`src/rtl/lsu_pkg.sv`:
```
`default_nettype none
// ============================================================================
// Module      : lsu_pkg
// Description : Shared state encoding and RV32I funct3 width codes for the LSU.
// Revision    : 1.0
// ============================================================================
package lsu_pkg;

    typedef enum logic [2:0] {
        IDLE    = 3'd0,
        RD_REQ  = 3'd1,
        RD_WAIT = 3'd2,
        WR_REQ  = 3'd3,
        FIN     = 3'd4
    } lsu_state_t;

    localparam logic [2:0] F3_B  = 3'b000;
    localparam logic [2:0] F3_H  = 3'b001;
    localparam logic [2:0] F3_W  = 3'b010;
    localparam logic [2:0] F3_BU = 3'b100;
    localparam logic [2:0] F3_HU = 3'b101;

endpackage : lsu_pkg
`default_nettype wire

```
`src/rtl/lsu_if.sv`:
```
`default_nettype none
// ============================================================================
// Module      : lsu_avm_if
// Description : Avalon-MM master bundle between the LSU and its memory slave.
// Revision    : 1.0
// ============================================================================
interface lsu_avm_if #(
    parameter int ADDR_W = 32,
    parameter int DATA_W = 32
) ();

    logic [ADDR_W-1:0]   avm_address;
    logic                avm_read;
    logic                avm_write;
    logic [DATA_W-1:0]   avm_writedata;
    logic [DATA_W/8-1:0] avm_byteenable;
    logic [DATA_W-1:0]   avm_readdata;
    logic                avm_readdatavalid;
    logic                avm_waitrequest;

    modport master (
        output avm_address, avm_read, avm_write, avm_writedata, avm_byteenable,
        input  avm_readdata, avm_readdatavalid, avm_waitrequest
    );

    modport slave (
        input  avm_address, avm_read, avm_write, avm_writedata, avm_byteenable,
        output avm_readdata, avm_readdatavalid, avm_waitrequest
    );

endinterface : lsu_avm_if
`default_nettype wire

```
`src/rtl/lsu_lane.sv`:
```
`default_nettype none
// ============================================================================
// Module      : lsu_lane
// Description : Combinational byte-lane steering, legality check and load
//               extraction/extension for a 32-bit data bus.
// Revision    : 1.0
// ============================================================================
module lsu_lane
    import lsu_pkg::*;
(
    input  logic        is_load,
    input  logic        is_store,
    input  logic [2:0]  funct3,
    input  logic [1:0]  addr_lo,
    input  logic [31:0] wdata,
    output logic        illegal,
    output logic [3:0]  byteenable,
    output logic [31:0] writedata,
    input  logic [2:0]  ld_funct3,
    input  logic [1:0]  ld_addr_lo,
    input  logic [31:0] readdata,
    output logic [31:0] ld_data
);

    logic        w_f3_ok;
    logic        w_align_ok;
    logic [7:0]  w_byte;
    logic [15:0] w_half;

    // Unsigned widths are only meaningful for loads.
    always_comb begin
        w_f3_ok    = 1'b0;
        w_align_ok = 1'b1;
        case (funct3)
            F3_B:  w_f3_ok = 1'b1;
            F3_H:  begin w_f3_ok = 1'b1;    w_align_ok = ~addr_lo[0];        end
            F3_W:  begin w_f3_ok = 1'b1;    w_align_ok = (addr_lo == 2'b00); end
            F3_BU: w_f3_ok = is_load;
            F3_HU: begin w_f3_ok = is_load; w_align_ok = ~addr_lo[0];        end
            default: w_f3_ok = 1'b0;
        endcase
        illegal = ~(is_load ^ is_store) | ~w_f3_ok | ~w_align_ok;
    end

    always_comb begin
        byteenable = 4'b1111;
        writedata  = wdata;
        case (funct3[1:0])
            2'b00: begin
                byteenable = 4'b0001 << addr_lo;
                writedata  = {4{wdata[7:0]}};
            end
            2'b01: begin
                byteenable = addr_lo[1] ? 4'b1100 : 4'b0011;
                writedata  = {2{wdata[15:0]}};
            end
            default: begin
                byteenable = 4'b1111;
                writedata  = wdata;
            end
        endcase
    end

    always_comb begin
        w_byte = readdata[7:0];
        case (ld_addr_lo)
            2'd0: w_byte = readdata[7:0];
            2'd1: w_byte = readdata[15:8];
            2'd2: w_byte = readdata[23:16];
            2'd3: w_byte = readdata[31:24];
            default: w_byte = readdata[7:0];
        endcase
        w_half = ld_addr_lo[1] ? readdata[31:16] : readdata[15:0];
        case (ld_funct3)
            F3_B:    ld_data = {{24{w_byte[7]}}, w_byte};
            F3_BU:   ld_data = {24'd0, w_byte};
            F3_H:    ld_data = {{16{w_half[15]}}, w_half};
            F3_HU:   ld_data = {16'd0, w_half};
            default: ld_data = readdata;
        endcase
    end

endmodule : lsu_lane
`default_nettype wire

```
`src/rtl/load_store_unit.sv`:
```
`default_nettype none
// ============================================================================
// Module      : load_store_unit
// Description : Memory stage issuing one Avalon-MM transaction per load/store,
//               with fully registered outputs.
// Revision    : 1.0
// ============================================================================
module load_store_unit
    import lsu_pkg::*;
#(
    parameter int ADDR_W = 32,
    parameter int DATA_W = 32
) (
    input  logic              clk,
    input  logic              reset,
    input  logic              req,
    input  logic              is_load,
    input  logic              is_store,
    input  logic [2:0]        funct3,
    input  logic [ADDR_W-1:0] addr,
    input  logic [DATA_W-1:0] wdata,
    output logic              busy,
    output logic              done,
    output logic              err,
    output logic [DATA_W-1:0] rdata,
    lsu_avm_if.master         avm
);

    lsu_state_t        r_state, w_state_nxt;
    logic              r_busy, w_busy_nxt;
    logic              r_done, w_done_nxt;
    logic              r_err, w_err_nxt;
    logic [31:0]       r_rdata, w_rdata_nxt;
    logic [ADDR_W-1:0] r_address, w_address_nxt;
    logic              r_read, w_read_nxt;
    logic              r_write, w_write_nxt;
    logic [31:0]       r_writedata, w_writedata_nxt;
    logic [3:0]        r_byteenable, w_byteenable_nxt;
    logic [2:0]        r_ld_f3, w_ld_f3_nxt;
    logic [1:0]        r_ld_lo, w_ld_lo_nxt;

    logic              w_illegal;
    logic [3:0]        w_be;
    logic [31:0]       w_wd;
    logic [31:0]       w_ld_data;

    lsu_lane u_lane (
        .is_load    (is_load),
        .is_store   (is_store),
        .funct3     (funct3),
        .addr_lo    (addr[1:0]),
        .wdata      (wdata),
        .illegal    (w_illegal),
        .byteenable (w_be),
        .writedata  (w_wd),
        .ld_funct3  (r_ld_f3),
        .ld_addr_lo (r_ld_lo),
        .readdata   (avm.avm_readdata),
        .ld_data    (w_ld_data)
    );

    always_ff @(posedge clk) begin
        if (reset) begin
            r_state      <= IDLE;
            r_busy       <= 1'b0;
            r_done       <= 1'b0;
            r_err        <= 1'b0;
            r_rdata      <= '0;
            r_address    <= '0;
            r_read       <= 1'b0;
            r_write      <= 1'b0;
            r_writedata  <= '0;
            r_byteenable <= '0;
            r_ld_f3      <= '0;
            r_ld_lo      <= '0;
        end else begin
            r_state      <= w_state_nxt;
            r_busy       <= w_busy_nxt;
            r_done       <= w_done_nxt;
            r_err        <= w_err_nxt;
            r_rdata      <= w_rdata_nxt;
            r_address    <= w_address_nxt;
            r_read       <= w_read_nxt;
            r_write      <= w_write_nxt;
            r_writedata  <= w_writedata_nxt;
            r_byteenable <= w_byteenable_nxt;
            r_ld_f3      <= w_ld_f3_nxt;
            r_ld_lo      <= w_ld_lo_nxt;
        end
    end

    // Every output is computed one cycle ahead so it leaves a flop.
    always_comb begin
        w_state_nxt      = r_state;
        w_busy_nxt       = r_busy;
        w_done_nxt       = 1'b0;
        w_err_nxt        = 1'b0;
        w_rdata_nxt      = r_rdata;
        w_address_nxt    = r_address;
        w_read_nxt       = r_read;
        w_write_nxt      = r_write;
        w_writedata_nxt  = r_writedata;
        w_byteenable_nxt = r_byteenable;
        w_ld_f3_nxt      = r_ld_f3;
        w_ld_lo_nxt      = r_ld_lo;
        case (r_state)
            IDLE: begin
                if (req) begin
                    w_ld_f3_nxt = funct3;
                    w_ld_lo_nxt = addr[1:0];
                    if (w_illegal) begin
                        w_state_nxt = FIN;
                        w_done_nxt  = 1'b1;
                        w_err_nxt   = 1'b1;
                        w_busy_nxt  = 1'b0;
                    end else begin
                        w_busy_nxt       = 1'b1;
                        w_address_nxt    = {addr[ADDR_W-1:2], 2'b00};
                        w_byteenable_nxt = w_be;
                        if (is_load) begin
                            w_state_nxt = RD_REQ;
                            w_read_nxt  = 1'b1;
                        end else begin
                            w_state_nxt     = WR_REQ;
                            w_write_nxt     = 1'b1;
                            w_writedata_nxt = w_wd;
                        end
                    end
                end
            end
            RD_REQ: begin
                if (!avm.avm_waitrequest) begin
                    w_state_nxt = RD_WAIT;
                    w_read_nxt  = 1'b0;
                end
            end
            RD_WAIT: begin
                if (avm.avm_readdatavalid) begin
                    w_state_nxt = FIN;
                    w_rdata_nxt = w_ld_data;
                    w_done_nxt  = 1'b1;
                    w_busy_nxt  = 1'b0;
                end
            end
            WR_REQ: begin
                if (!avm.avm_waitrequest) begin
                    w_state_nxt = FIN;
                    w_write_nxt = 1'b0;
                    w_done_nxt  = 1'b1;
                    w_busy_nxt  = 1'b0;
                end
            end
            FIN: begin
                w_state_nxt = IDLE;
            end
            default: begin
                w_state_nxt = IDLE;
                w_busy_nxt  = 1'b0;
                w_read_nxt  = 1'b0;
                w_write_nxt = 1'b0;
            end
        endcase
    end

    assign busy               = r_busy;
    assign done               = r_done;
    assign err                = r_err;
    assign rdata              = r_rdata;
    assign avm.avm_address    = r_address;
    assign avm.avm_read       = r_read;
    assign avm.avm_write      = r_write;
    assign avm.avm_writedata  = r_writedata;
    assign avm.avm_byteenable = r_byteenable;

endmodule : load_store_unit
`default_nettype wire

```
`src/flat_wrapper.sv`:
```
// flat-port wrapper written by rule: the top's interface ports become plain ports
module load_store_unit_flat import lsu_pkg::*;
#(
    parameter int ADDR_W = 32,
    parameter int DATA_W = 32
)
  (clk, reset, req, is_load, is_store, funct3, addr, wdata, busy, done, err, rdata, avm_avm_address, avm_avm_read, avm_avm_write, avm_avm_writedata, avm_avm_byteenable, avm_avm_readdata, avm_avm_readdatavalid, avm_avm_waitrequest);
  lsu_avm_if #(.ADDR_W(ADDR_W), .DATA_W(DATA_W)) avm_i ();
  input  logic clk;
  input  logic reset;
  input  logic req;
  input  logic is_load;
  input  logic is_store;
  input  logic [2:0] funct3;
  input  logic [ADDR_W-1:0] addr;
  input  logic [DATA_W-1:0] wdata;
  output logic busy;
  output logic done;
  output logic err;
  output logic [DATA_W-1:0] rdata;
  output wire logic [$bits(avm_i.avm_address)-1:0] avm_avm_address;
  output wire logic [$bits(avm_i.avm_read)-1:0] avm_avm_read;
  output wire logic [$bits(avm_i.avm_write)-1:0] avm_avm_write;
  output wire logic [$bits(avm_i.avm_writedata)-1:0] avm_avm_writedata;
  output wire logic [$bits(avm_i.avm_byteenable)-1:0] avm_avm_byteenable;
  input wire logic [$bits(avm_i.avm_readdata)-1:0] avm_avm_readdata;
  input wire logic [$bits(avm_i.avm_readdatavalid)-1:0] avm_avm_readdatavalid;
  input wire logic [$bits(avm_i.avm_waitrequest)-1:0] avm_avm_waitrequest;
  assign avm_avm_address = avm_i.avm_address;
  assign avm_avm_read = avm_i.avm_read;
  assign avm_avm_write = avm_i.avm_write;
  assign avm_avm_writedata = avm_i.avm_writedata;
  assign avm_avm_byteenable = avm_i.avm_byteenable;
  assign avm_i.avm_readdata = avm_avm_readdata;
  assign avm_i.avm_readdatavalid = avm_avm_readdatavalid;
  assign avm_i.avm_waitrequest = avm_avm_waitrequest;
  load_store_unit #(.ADDR_W(ADDR_W), .DATA_W(DATA_W)) u_core (.clk(clk), .reset(reset), .req(req), .is_load(is_load), .is_store(is_store), .funct3(funct3), .addr(addr), .wdata(wdata), .busy(busy), .done(done), .err(err), .rdata(rdata), .avm(avm_i));
endmodule
```
`config.mk`:
```
export PLATFORM = sky130hd
export DESIGN_NAME = load_store_unit_flat
export DESIGN_NICKNAME = d
export VERILOG_FILES = /design/src/rtl/lsu_pkg.sv /design/src/rtl/lsu_if.sv /design/src/rtl/lsu_lane.sv /design/src/rtl/load_store_unit.sv /design/src/flat_wrapper.sv
export SDC_FILE = /design/constraint.sdc
export NUM_CORES = 1
export LEC_CHECK = 0
export CAP_MARGIN = 20
export CORE_MARGIN = 2
export CORE_UTILIZATION = 39
export DETAILED_ROUTE_END_ITERATION = 6
export GPL_ROUTABILITY_DRIVEN = 1
export GPL_TIMING_DRIVEN = 0
export PLACE_DENSITY = 0.77
export SYNTH_ARGS = -nofsm -noshare
export SYNTH_HDL_FRONTEND = slang
export SYNTH_SLANG_ARGS = --single-unit
```
`constraint.sdc`:
```
create_clock -name clk -period 1.85 [get_ports clk]
set_input_delay 0.37 -clock clk [delete_from_list [all_inputs] [get_ports clk]]
set_output_delay 0.37 -clock clk [all_outputs]
set_load 0.05 [all_outputs]
```
* Word level (Yosys, flattened, before mapping)
Cells that the tools add are included.
** Cells by class
- Equal/unequal tests :: 22
- Multiplexer cells :: 33
- Reduce and logical (&&, ||, !) cells :: 21
- Shift-type cells :: 1
- Bitwise gates (word level) :: 13
** Operators with widths (number)
- $pmux W32 S4 :: 1
- $pmux W32 S2 :: 1
- $pmux W8 S4 :: 1
- $mux W16 :: 1
- $eq A3 B3 Y1 const B :: 5
- $mux W3 :: 5
- $mux W1 :: 14
- $ne A2 B2 Y1 const B :: 7
- $pmux W3 S4 :: 1
- $reduce_and A4 Y1 :: 3
- $not A1 Y1 :: 10
- $reduce_and A5 Y1 :: 2
- $eq A3 B1 Y1 const B :: 3
- $eq A3 B2 Y1 const B :: 3
- $logic_not A3 Y1 :: 3
- $pmux W1 S3 :: 3
- $reduce_or A3 Y1 :: 3
- $pmux W4 S2 :: 1
- $reduce_or A2 Y1 :: 4
- $logic_not A2 Y1 :: 3
- $eq A2 B1 Y1 const B :: 2
- $eq A2 B2 Y1 const B :: 2
- $mux W4 :: 1
- $pmux W1 S2 :: 2
- 7 further kinds :: 9
** Storage, ports and cells
- Word-level logic and storage cells :: 102
- Input bits :: 106
- Output and inout bits :: 105
- Bits in registers :: 111

* Longest topological paths before layout
- Depth in word-level cells :: 9
- Gate-level depth with buffers :: 8
- Mapped depth without buffers :: 4

* By module
A second synthesis with hierarchy kept.
** Unflattened totals
- Cells, all modules :: 703
- Area, all modules :: 5741.8 um^2
** Modules (own cells, without submodules)
- load_store_unit :: instances 1, cells each 515, area an instance 4322.9 um^2
- lsu_lane :: instances 1, cells each 188, area an instance 1418.9 um^2

* Worst setup path before layout
No wires, ideal clock.
- Path kind :: register to register
- Start :: register u_core.r_ld_lo[1]
- End :: register u_core.r_rdata[21] (netlist: u_core.rdata[21])
- Setup time :: 134 ps
- Buffers on the path :: 2
- Arrival :: 1919 ps
- Slack :: -204 ps
- Stages on the path, launching flop included :: 7
- Path through :: dfxtp_1 -> clkbuf_1 -> mux4_2 -> or2_2 -> a21boi_2 -> buf_2 -> a211oi_1
** Between the ends
- Word-level cells in the longest chain between the ends :: 3
** RTL lines
- from (decl) :: line load_store_unit.sv:40 : logic [1:0] r_ld_lo, w_ld_lo_nxt;
- from (signal assigned) :: line load_store_unit.sv:88 : r_ld_lo <= w_ld_lo_nxt;
- $eq A2 B2 Y1 (tied with other cells) :: line lsu_lane.sv:66 : case (ld_addr_lo)
- $pmux W8 S4 :: line lsu_lane.sv:66
- $pmux W32 S4 (*) :: line lsu_lane.sv:74 : case (ld_funct3)
- to (signal assigned) :: line load_store_unit.sv:81 : r_rdata <= w_rdata_nxt;
- to (decl) :: line load_store_unit.sv:33 : logic [31:0] r_rdata, w_rdata_nxt;
Every way passes the cells marked *; elsewhere a longest branch is shown, timed or not.
A chain may end at the register's enable or synchronous reset.

* Worst setup path in the final report
- Start :: input funct3[1]
- End :: register u_core.r_writedata[13] (netlist: u_core.avm.avm_writedata[13])
** Between the ends
- Word-level cells in the longest chain between the ends :: 8
** RTL lines
- from (decl) :: line flat_wrapper.sv:14 : input logic [2:0] funct3;
- $eq A3 B2 Y1 (tied with other cells) :: line lsu_lane.sv:34 : case (funct3)
- $reduce_or A3 Y1 (no source line) or $reduce_or A2 Y1 (tied branches)
- $pmux W1 S2 :: line lsu_lane.sv:34
- $not A1 Y1 :: line lsu_lane.sv:42 : illegal = ~(is_load ^ is_store) | ~w_f3_ok | ~w_align_ok;
- $or A1 B1 Y1 (2 in series) :: line lsu_lane.sv:42
- $not A1 Y1 (no source line)
- $reduce_and A4 Y1 (no source line)
- to (signal assigned) :: line load_store_unit.sv:85 : r_writedata <= w_writedata_nxt;
- to (decl) :: line load_store_unit.sv:37 : logic [31:0] r_writedata, w_writedata_nxt;
Parallel ways exist; a longest one is shown, timed or not.

==> results.py <==
metrics = {
    "global_routing": {
        "gr-usage-met3_pct": 6.95,
        "grt_pass1_wl_um": 26300,
        "met2_usage_pct": 41.8,
        "grt_max_degree": 18,
        "grt_use_met1_pct": 29.4,
        "grt_overflow": 0,
        "antenna_found_initial": 0,
        "grt.busiest_layer": "met2",
        "grt_use_total_pct": 24.7,
        "grt_pass1_vias": 5191,
    },
    "sta": {
        "hold_viol_final": 0,
        "setup_violations": 10,
        "fin_crit_sh_pct": 104,
        "slew_viol_final": 0,
        "whs_ns": 0.320,
        "tns_ns": -0.329,
        "finalCriticalPeriod_ns": 1.92,
        "slew_headroom_pct": 55.2,
        "worst_slew_pin_slew_ns": 0.672,
        "skew_ns": 0.00829,
        "timing.final.ws_setup_ns": -0.0673,
        "rsz0062_at_grt": "true",
        "max_freq_mhz": 522,
    },
    "logic_synthesis": {
        "ys_seq_area_share_pct": 44.7,
        "yosysWarnings": 0,
        "syn_avg_cell_area_um2": 8.07,
        "synth_area_um2": 4970,
        "synth_ff_type": "dfxtp_1",
        "ys_ff_latch": 111,
        "synth_edf_count": 0,
        "synthCells": 616,
        "yosys.cell_types.count": 48,
        "async_flop_share_pct": 0,
    },
    "power": {
        "comb_power_share_pct": 22.1,
        "p_int_mw": 4.04,
        "p_clk_share_pct": 33.8,
        "seqPwrFrac_pct": 44.1,
        "switchingPower_mw": 1.69,
        "power_density_nw_per_um2": 720,
        "ir_worst_vdd_mv": 0.508,
        "cellLeakagePower_nw": 3.31,
        "swShare_pct": 29.5,
        "p_total_mw": 5.73,
    },
    "clocking": {
        "path_clk_slew_ns": 0.07,
        "clkLatencyLatePin_ns": 0.35,
        "clock-sinks": 111,
        "cts-root-buf": "clkbuf_16",
        "cts_tree": "yes",
        "numCtsBuffers": 9,
        "clockBufferDepth": 2,
        "htreeDepth": 3,
    },
    "detailed_routing": {
        "wl_per_cell_um": 17.2,
        "via_per_inst": 5.36,
        "drc": 0,
        "wirelength_um": 17700,
        "num_vias": 5531,
        "detail-route-antenna-nets": 0,
        "dr.first_iter.drc_count": 316,
        "first_pass_iters": 5,
    },
    "cells_and_area": {
        "seqCellArea_um2": 2230,
        "final_util_pct": 63.6,
        "areaGrowthSynthToFinish_pct": 60.1,
        "drive_gt1_share_pct": 14.7,
        "final_nets": 961,
        "multi_input_area_um2": 2690,
        "num-fill-cells": 1131,
        "diodes": 0,
    },
    "floorplanning": {
        "rows": 41,
        "dieArea_um2": 13700,
        "die_w_um": 117,
        "die_h_um": 117,
        "coreArea_um2": 12500,
        "top_level_ports": 211,
        "initial_core_util_pct": 39.7,
    },
    "run": {
        "max_cap_viol_count": 0,
    },
    "min_path": {
        "hp-class": "in2reg",
    },
    "placement": {
        "port_buffers": 207,
        "place_congestion": 0.945,
        "dp_hpwl_um": 12800,
    },
    "outcome": {
        "violations": "negative setup slack",
        "status": "complete, but fails checks",
    },
    "setup_path": {
        "crit_required_ns": 2.10,
        "worstSetupStartpointType": "input port",
        "cp_max_fo": 6,
        "critical_path_arrival_ns": 2.16,
        "critPathCaptureType": "register",
        "crit_type": "in2reg",
    },
}
## metal layers
layer / routed length, um / up-vias
met3: 1460 / 43
met1: 7220 / 2614
met5: 0 / -
li1: - / 2625
met2: 8580 / 249
met4: 486 / 0
## per-stage QoR
| step | setup slack [ns] | instance area, um2 | instances |
|---|---|---|---|
| 6_report | -0.0673 | 7960 | 1032 |
| 3_5_place_dp | -0.867 | 7300 | 996 |
| 3_3_place_gp | -0.823 | 7300 | 996 |
| 2_1_floorplan | -0.0361 | 5020 | 617 |
| 4_1_cts | -0.217 | 7700 | 1025 |
| 5_1_grt | -0.0727 | 7960 | 1032 |
## state kept, by name (all words and copies together) (netlist names)
signal                     flops
u_core.busy                    1
u_core.avm.avm_writedata      32
u_core.avm.avm_byteenable      4
u_core.rdata                  32
u_core.avm.avm_read            1
u_core.avm.avm_write           1
u_core.done                    1
u_core.r_ld_f3                 3
u_core.avm.avm_address        30
u_core.r_ld_lo                 2
u_core.r_state                 3
u_core.err                     1
## power by group through the flow
stage / Sequential (mW) / Combinational [mW] / Clock [mW]
after CTS: 2.52 / 1.21 / 1.97
after global routing: 2.53 / 1.34 / 2.05
after detailed placement: 2.58 / 1.21 / 0
after global placement: 2.58 / 1.19 / 0
after floorplan: 2.82 / 0.433 / 0
final: 2.52 / 1.26 / 1.94
## cell usage after synthesis, types with 6 or more instances
| master | instances | area (um2) |
|---|---|---|
| dfxtp_1 | 111 | 2220 |
| o211ai_1 | 8 | 60.1 |
| a311oi_1 | 17 | 149 |
| mux2i_1 | 17 | 170 |
| clkbuf_1 | 33 | 124 |
| nand2b_1 | 6 | 37.5 |
| a21oi_1 | 62 | 310 |
| nor2_1 | 51 | 191 |
| o21ai_0 | 26 | 130 |
| nand2_1 | 149 | 559 |
| nor2b_1 | 11 | 68.8 |
| buf_2 | 11 | 55.1 |
| nand3b_1 | 7 | 52.6 |
| a211oi_1 | 35 | 263 |
## logic make-up (layout without fill, tap and decap cells)
| family | count (synthesis) | in the layout | share of synthesized area (%) |
|---|---|---|---|
| AOI/OAI and AO/OA | 174 | 174 | 23.2 |
| buffers and inverters | 59 | 302 | 5.34 |
| DFF | 111 | 111 | 44.7 |
| muxes | 22 | 22 | 4.78 |
| other | 1 | 2 | 0.0755 |
| and+or+nand+nor | 249 | 249 | 21.9 |
## layout make-up
| class | instances | area share, % |
|---|---|---|
| multi-input combinational | 447 | 33.8 |
| sequential | 111 | 28.0 |
| timing repair buffer | 230 | 27.6 |
| buffer | 50 | 3.95 |
| clock buffer | 10 | 2.88 |
| tap | 172 | 2.70 |
| clock inverter | 6 | 0.770 |
| inverter | 6 | 0.283 |
## worst max-delay path, stage by stage
cell             delay (ns)
clkdlybuf4s50_1        0.56
a21o_1                 0.26
a2111oi_4              0.35
buf_6                  0.19
buf_8                  0.14
nor2_1                 0.04
a311oi_1               0.25
## what timing repair did
item                                    CTS  global route
gates cloned                              5             1
hold buffers                              0             0
gates resized for setup                 145            70
setup buffers                             9             9
endpoints found under the setup margin  203            98
pin swaps                                29            18
## layout by cell type, fill, tap and decap left out, types with 8 or more instances in the layout
master and n:
buf_6 10, dlygate4sd2_1 105, nand2_1 143, clkdlybuf4s50_1 95, clkbuf_2 14, nor2b_1 11
clkbuf_16 10, a211oi_2 12, o21ai_0 26, o211ai_1 8, a21oi_1 55, a211oi_1 23
buf_4 17, dfxtp_1 107, a311oi_1 16, nor2_1 47, clkbuf_1 19, mux2i_1 17
## path summary, 6_finish.rpt
kind | from | to | cells past startpoint | slack (ns)
hold / removal | funct3[2] | u_core.r_ld_f3[2] | 3 | 0.32
setup reg to reg | u_core.r_state[1] | u_core.avm.avm_writedata[13] | 6 | -0.07
hold reg to reg | u_core.avm.avm_address[16] | u_core.avm.avm_address[16] | 2 | 0.45
setup / recovery | funct3[1] | u_core.avm.avm_writedata[13] | 7 | -0.07
Note: power is estimated with default switching activity, not from simulation.
